<file path="src/rtl/score_requant_stage.sv">
// score_requant_stage: requantizes 18-bit MAC scores to 8 bits and buffers them in a credit-flow FIFO.
// Define SCORE_ROUND_EN for round-half-up before the shift; otherwise scores are truncated.
module score_requant_stage #(
    parameter int DEPTH = 4,
    parameter int SHIFT = 8
) (
    input  logic        clk,
    input  logic        rst_n,
    input  logic [17:0] acc_in,
    input  logic        acc_vld_in,
    output logic        credit_out,
    output logic [7:0]  score_mst_out,
    output logic        vld_mst_out,
    input  logic        rdy_mst_in,
    output logic        ovf_err
);
    localparam int AW = $clog2(DEPTH);
    localparam int CW = $clog2(DEPTH + 1);

    typedef enum logic {INIT, RUN} state_t;

    state_t        state, state_nxt;
    logic [AW-1:0] init_cnt, init_cnt_nxt;
    logic [AW-1:0] wr_ptr, rd_ptr;
    logic [CW-1:0] count;
    logic [7:0]    mem [DEPTH];
    logic [18:0]   t, s;
    logic [7:0]    score;
    logic          pop, push, credit_nxt;

`ifdef SCORE_ROUND_EN
    assign t = {1'b0, acc_in} + 19'(1 << (SHIFT - 1));
`else
    assign t = {1'b0, acc_in};
`endif
    assign s     = t >> SHIFT;
    assign score = (s > 19'd255) ? 8'hFF : s[7:0];

    assign vld_mst_out   = (count != '0);
    assign score_mst_out = mem[rd_ptr];
    assign pop           = vld_mst_out & rdy_mst_in;
    // A full FIFO still accepts a push when the head leaves on the same edge.
    assign push          = acc_vld_in & ((count < CW'(DEPTH)) | pop);

    always_comb begin
        state_nxt    = state;
        init_cnt_nxt = init_cnt;
        credit_nxt   = pop;
        if (state == INIT) begin
            credit_nxt   = 1'b1;
            init_cnt_nxt = init_cnt + 1'b1;
            state_nxt    = (init_cnt == AW'(DEPTH - 1)) ? RUN : INIT;
        end
    end

    always_ff @(posedge clk) begin
        if (!rst_n) begin
            state      <= INIT;
            init_cnt   <= '0;
            credit_out <= 1'b0;
        end else begin
            state      <= state_nxt;
            init_cnt   <= init_cnt_nxt;
            credit_out <= credit_nxt;
        end
    end

    always_ff @(posedge clk) begin
        if (!rst_n) begin
            wr_ptr  <= '0;
            rd_ptr  <= '0;
            count   <= '0;
            ovf_err <= 1'b0;
            for (int i = 0; i < DEPTH; i++) mem[i] <= '0;
        end else begin
            if (push) begin
                mem[wr_ptr] <= score;
                wr_ptr      <= wr_ptr + 1'b1;
            end
            if (pop) rd_ptr <= rd_ptr + 1'b1;
            count <= count + CW'(push) - CW'(pop);
            if (acc_vld_in && !push) ovf_err <= 1'b1;
        end
    end
endmodule
</file>
<file path="config.mk">
export PLATFORM = sky130hd
export DESIGN_NAME = score_requant_stage
export DESIGN_NICKNAME = d
export VERILOG_FILES = /design/src/rtl/score_requant_stage.sv
export SDC_FILE = /design/constraint.sdc
export NUM_CORES = 1
export LEC_CHECK = 0
export BUFFER_PORTS_ARGS = -buffer_cell sky130_fd_sc_hd__buf_2
export CAP_MARGIN = 25
export CORE_ASPECT_RATIO = 1.25
export CORE_MARGIN = 5
export CORE_UTILIZATION = 54
export DETAILED_ROUTE_END_ITERATION = 10
export PLACE_DENSITY = 0.77
export SYNTH_ARGS = -nofsm -noshare
export SYNTH_HDL_FRONTEND = slang
export SYNTH_SLANG_ARGS = --single-unit
export TNS_END_PERCENT = 30
</file>
<file path="constraint.sdc">
create_clock -name clk -period 2.57 [get_ports clk]
set_input_delay 0.257 -clock clk [delete_from_list [all_inputs] [get_ports clk]]
set_output_delay 0.257 -clock clk [all_outputs]
set_load 0.01 [all_outputs]
</file>
### Word-level counts from Yosys, hierarchy flattened

Memories as Yosys holds them, arrays and structs flattened. A register that Yosys moved wholly into a read port is not among the register bits.
Index checks and enable logic that the tools add are counted.

| storage, ports and cells | value |
|---|---|
| flip-flop bits (word level) | 12 |
| memory bits (writable) | 32 |
| memories kept | 1 |
| word-level logic and storage cells | 36 |

Memory list:

| name | words | width | rd ports | clocked after memory_dff | wr ports | line | text |
|---|---|---|---|---|---|---|---|
| mem | 4 | 8 | 1 | 1 | 4 | 26 | `logic [7:0] mem [DEPTH];` |

| operators by class | value |
|---|---|
| bitwise logic cells | 3 |
| magnitude comparators | 2 |
| reduce and logical (&&, ||, !) cells | 4 |
| equal/unequal tests | 1 |
| multiplexer cells | 13 |
| add/subtract/negate cells | 5 |

Operator list:

| kind | count |
|---|---|
| $mux 8 | 2 |
| $gt 10x8->1 const B | 1 |
| $mux 1 | 8 |
| $reduce_or 8->1 | 1 |
| $add 2x1->2 const B | 3 |
| $mux 2 | 3 |
| $add 3x1->3 | 1 |
| $lt 3x3->1 const B | 1 |
| $reduce_bool 3->1 | 1 |
| $sub 3x1->3 | 1 |
| $and 1x1->1 | 2 |
| $eq 2x2->1 const B | 1 |
| $logic_and 1x1->1 | 1 |
| $logic_not 1->1 | 1 |
| $or 1x1->1 | 1 |

### Depth between registers and ports, before layout

| depth | value |
|---|---|
| word-level depth | 9 |
| gate-level depth with buffers | 11 |
| gate-level depth less buffers | 10 |

### Worst setup path before layout

OpenSTA, ideal clock, no wires.

| path | value |
|---|---|
| kind | register to register |
| start point | reg count[1] |
| end point | reg count[2] |
| setup slack | 0.445 ns |
| path buffers | 0 |
| arrival time | 2.048 ns |
| stages on the path, launching flop included | 11 |
| library setup time | 0.078 ns |
| clock period less this slack | 2.125 ns |
| cell sequence | dfxtp_1 o31ai_1 inv_1 ha_1 inv_1 ha_1 inv_1 fa_1 xor2_1 and2_1 nor3_1 |

| on the way | value |
|---|---|
| cells in the longest elaborated chain, start to end | 6 |

RTL lines:

| item | line | text |
|---|---|---|
| start: declaration | 25 | `logic [CW-1:0] count;` |
| start signal: assignment | 81 | `count <= count + CW'(push) - CW'(pop);` |
| $reduce_bool 3->1 * | 39 | `assign vld_mst_out = (count != '0);` |
| $and 1x1->1 * | 41 | `assign pop = vld_mst_out & rdy_mst_in;` |
| via pop | 29 | `logic pop, push, credit_nxt;` |
| $or 1x1->1 | 43 | `assign push = acc_vld_in & ((count < CW'(DEPTH)) \| pop);` |
| $and 1x1->1 | 43 |  |
| $add 3x1->3 | 81 |  |
| $sub 3x1->3 * | 81 |  |

Mark *: on every way through the listed nets, which the timed path passes. The rest lies on a longest branch.
A chain may end at the register's enable or synchronous reset.

### Final worst setup path

Ends and elaborated chain as after synthesis.

==> summary.txt <==
Place
  • HPWL after DPL: 2550 µm
  • Place WS: 0.367 ns
  • Post-placement cell count: 213
  • Port Buffers: 24
  • Gpl congestion: 0.715

STA
  • Hold Vio Cnt, Final: 0
  • Final setup viols: 0
  • Fmax: 0.453 GHz
  • Final TNS setup: 0 ns
  • Setup WS post-layout: 0.360 ns
  • Slew @ Worst Pin: 0.564 ns
  • Pins over their slew limit: 0
  • Worst Skew: 0.0103 ns
  • Tcrit/Tclk final: 86.0%
  • Hold slack: 0.257 ns
  • Crit path time final: 2.21 ns
  • Slew Limit Headroom: 62.4%
  • RSZ-0062 raised after global routing: false

Clock network
  • H-tree depth: 2
  • Hold_buf cts: 0
  • TritonCTS clock tree: built
  • Post_cts resized: 0
  • Maximum clock insertion buffer count: 2
  • CTS buffer count: 5
  • Worst skew pair latency: 0.30 ns
  • CTS Sinks: 46
  • CTS root buf: clkbuf_8
  • Post-CTS Setup Inserts: 0
  • Worst-path clk slew: 0.08 ns

Worst setup path
  • Critical-path maximum fanout: 5
  • CP Capture Type: register
  • Worst R2R Setup Slack: 0.36 ns
  • CP top delay family: adder cells
  • Stages on worst setup path: 10
  • CP most frequent cell: inv_1
  • Sum of buffers and inverters on the critical path: 3
  • Worst Reg-to-Reg Cells: 10
  • CP arrival: 2.43 ns
  • Setup crit start kind: register
  • Critical Path RT: 2.79 ns
  • Kind of critical path: reg -> reg
  • Reg-to-reg startpoint: count[1]
  • FF-to-FF End: count[2]
  • CP Cell Sequence: o31ai_1 -> inv_1 -> ha_1 -> inv_1 -> ha_1 -> inv_1 -> fa_1 -> xor2_1 -> and2_1 -> nor3_1
  • Slowest Stage Delay on Critical Path: 0.37 ns
  • Max stage delay cell, worst path: dfxtp_1

Detailed routing
  • Drt drc: 0
  • Antenna-violating nets left: 0
  • Vias/cell: 5.55
  • Via count: 1226
  • Wire per inst: 16.3 µm
  • Detailed Route WL: 3610 µm
  • First drt pass iteration count: 4
  • DR iter-0 viols: 37

Synthesis
  • Mapped Area: 1930 µm²
  • Syn Inst Count: 153
  • Main area contributors after synthesis: edfxtp_1 (50%), dfxtp_1 (15%), nor2_1 (9.5%), mux4_2 (9.3%), ha_1 (1.9%)
  • Synth Register Bits: 46
  • Area share of the largest cell type after synthesis: 49.7%
  • Cell taking the most area after synthesis: edfxtp_1
  • Async SR Flop Fraction: 0%
  • Most used DFF post-synth: edfxtp_1
  • Post-synth EDFFs: 32
  • Syn Nets: 179
  • Netlist cell types: 31
  • Yosys warns: 0
  • Seq/Total Area, Yosys: 64.2%
  • Syn avg cell area: 12.6 µm²

GRT
  • Vias in the first global route: 1292
  • Grt ovf: 0
  • Total track usage: 16.1%
  • Pin count of the biggest net entering global routing: 15
  • Met2 usage: 27.8%
  • Met1 Use GR: 17.7%
  • GR met3 Demand/Resource: 4.97%
  • Grt peak-use layer: met2
  • Initial antenna violation count: 0
  • Wire length of the first global-routing pass: 5980 µm

Floorplanning
  • Core area: 3480 µm²
  • Row count: 24
  • DIE AREA: 4880 µm²
  • IO Pins: 33
  • Die Y: 76.9 µm
  • Chip Width: 63.5 µm
  • Initial core utilization: 55.5%

Cells and area
  • Non-Filler Instances: 221
  • NumNets Final: 207
  • Finished Core Util: 64.0%
  • Area delta synth->final: 15.5%
  • ANT cells: 0
  • Layout cells sized above 1: 24.7%

Hold path
  • Worst Hold Path Cells: 3
  • Min-Delay Path Class: in -> reg
  • HP Start: acc_vld_in
  • Hold worst-path end: ovf_err

Job
  • Max_cap viols: 0

Power and ir drop
  • Power Density: 919 nW/µm²
  • P_leak: 0.955 nW
  • Worst IR Drop VDD: 0.757 mV

Run status
  • Status: finished clean
## cells in the mapped netlist (all sizes together), types with 2 or more instances
cell type,number
nand2,4
edfxtp,32
a21oi,3
ha,3
dfxtp,14
nand2b,2
xor2,4
and2,3
inv,5
buf,3
nor2,50
or3,2
mux4,8
clkbuf,3
o21ai,4
## power by group
part | total, mW | internal [mW] | switching, mW | leakage, nW
combinational | 0.431 | 0.227 | 0.204 | 0.442
clock | 0.620 | 0.385 | 0.235 | 0.0658
sequential | 1.00 | 0.905 | 0.0955 | 0.448
total | 2.05 | 1.52 | 0.534 | 0.955
## layer usage
metal / vias to the layer above / wire, µm
met4: 0 / 78
li1: 590 / -
met1: 591 / 1360
met5: - / 0
met2: 35 / 1950
met3: 10 / 218
## per-stage QoR
stage	area (µm²)	power, mW
final	2230	2.05
after global routing	2230	2.16
after CTS	2230	2.07
after detailed placement	2100	1.46
after global placement	2100	1.43
after floorplan	1930	1.30
## how the worst max path moves through the flow
stage / to / startpoint / slack [ns]
after detailed placement: count[2] / count[1] / 0.37
final: count[2] / count[1] / 0.36
after global placement: count[2] / count[1] / 0.43
after CTS: count[2] / count[1] / 0.34
after global routing: count[2] / count[1] / 0.20
after floorplan: count[2] / count[1] / 0.44
## worst min-delay path, delay by kind of cell
kind	cells	cell delay (ns)
compound gates	1	0.07
buf+inv	1	0.12
simple gates	1	0.07
## cells in the final DEF, fill, tap and decap left out
master,synthesis,layout
dfxtp_1,14,14
or2_2,1,1
nor2b_1,1,1
nand3b_1,1,1
nand2b_1,2,2
buf_4,0,3
nand4b_1,1,1
and3_1,1,1
fa_1,1,1
o31ai_1,1,1
nor2_2,1,1
mux2i_1,1,1
o311ai_0,1,1
a21oi_1,3,3
buf_2,2,24
mux4_2,8,8
or4b_1,1,1
nand3_1,1,1
nor3_1,1,1
or3_1,2,2
edfxtp_1,32,32
and2_2,1,1
and2_1,2,2
nand2_1,4,4
bufinv_16,0,2
nor2_1,49,49
inv_1,5,5
xor2_1,4,4
clkbuf_8,0,5
clkinv_1,0,1
ha_1,3,3
o21ai_0,4,4
a21o_1,1,1
## state kept, by name (all words and copies together), names as in the netlist, named ones only
name and count:
mem 32, count 3, init_cnt 2, rd_ptr 2, wr_ptr 2, credit_out 1
ovf_err 1, state 1
## cell families (layout without fill, tap and decap cells)
logic type | after synthesis | in the layout | share of synthesized area (%)
flip-flops | 46 | 46 | 64.2
adder cells (fa/ha/maj) | 4 | 4 | 2.98
AO/OA/AOI/OAI | 10 | 10 | 3.04
multiplexers | 9 | 9 | 9.84
buffers and inverters | 11 | 40 | 2.27
XOR/XNOR | 4 | 4 | 1.81
AND/OR/NAND/NOR | 69 | 69 | 15.8
## area by class of cell
| cell class | count | area, µm² |
|---|---|---|
| flip-flops and latches | 46 | 1240 |
| clock inverters | 3 | 63.8 |
| inverters | 5 | 18.8 |
| fillers | 278 | 1250 |
| multi-input cells | 96 | 647 |
| well taps | 39 | 48.8 |
| clock buffers | 5 | 68.8 |
| repair buffers | 27 | 143 |
Power figures use the tool's default switching activity.
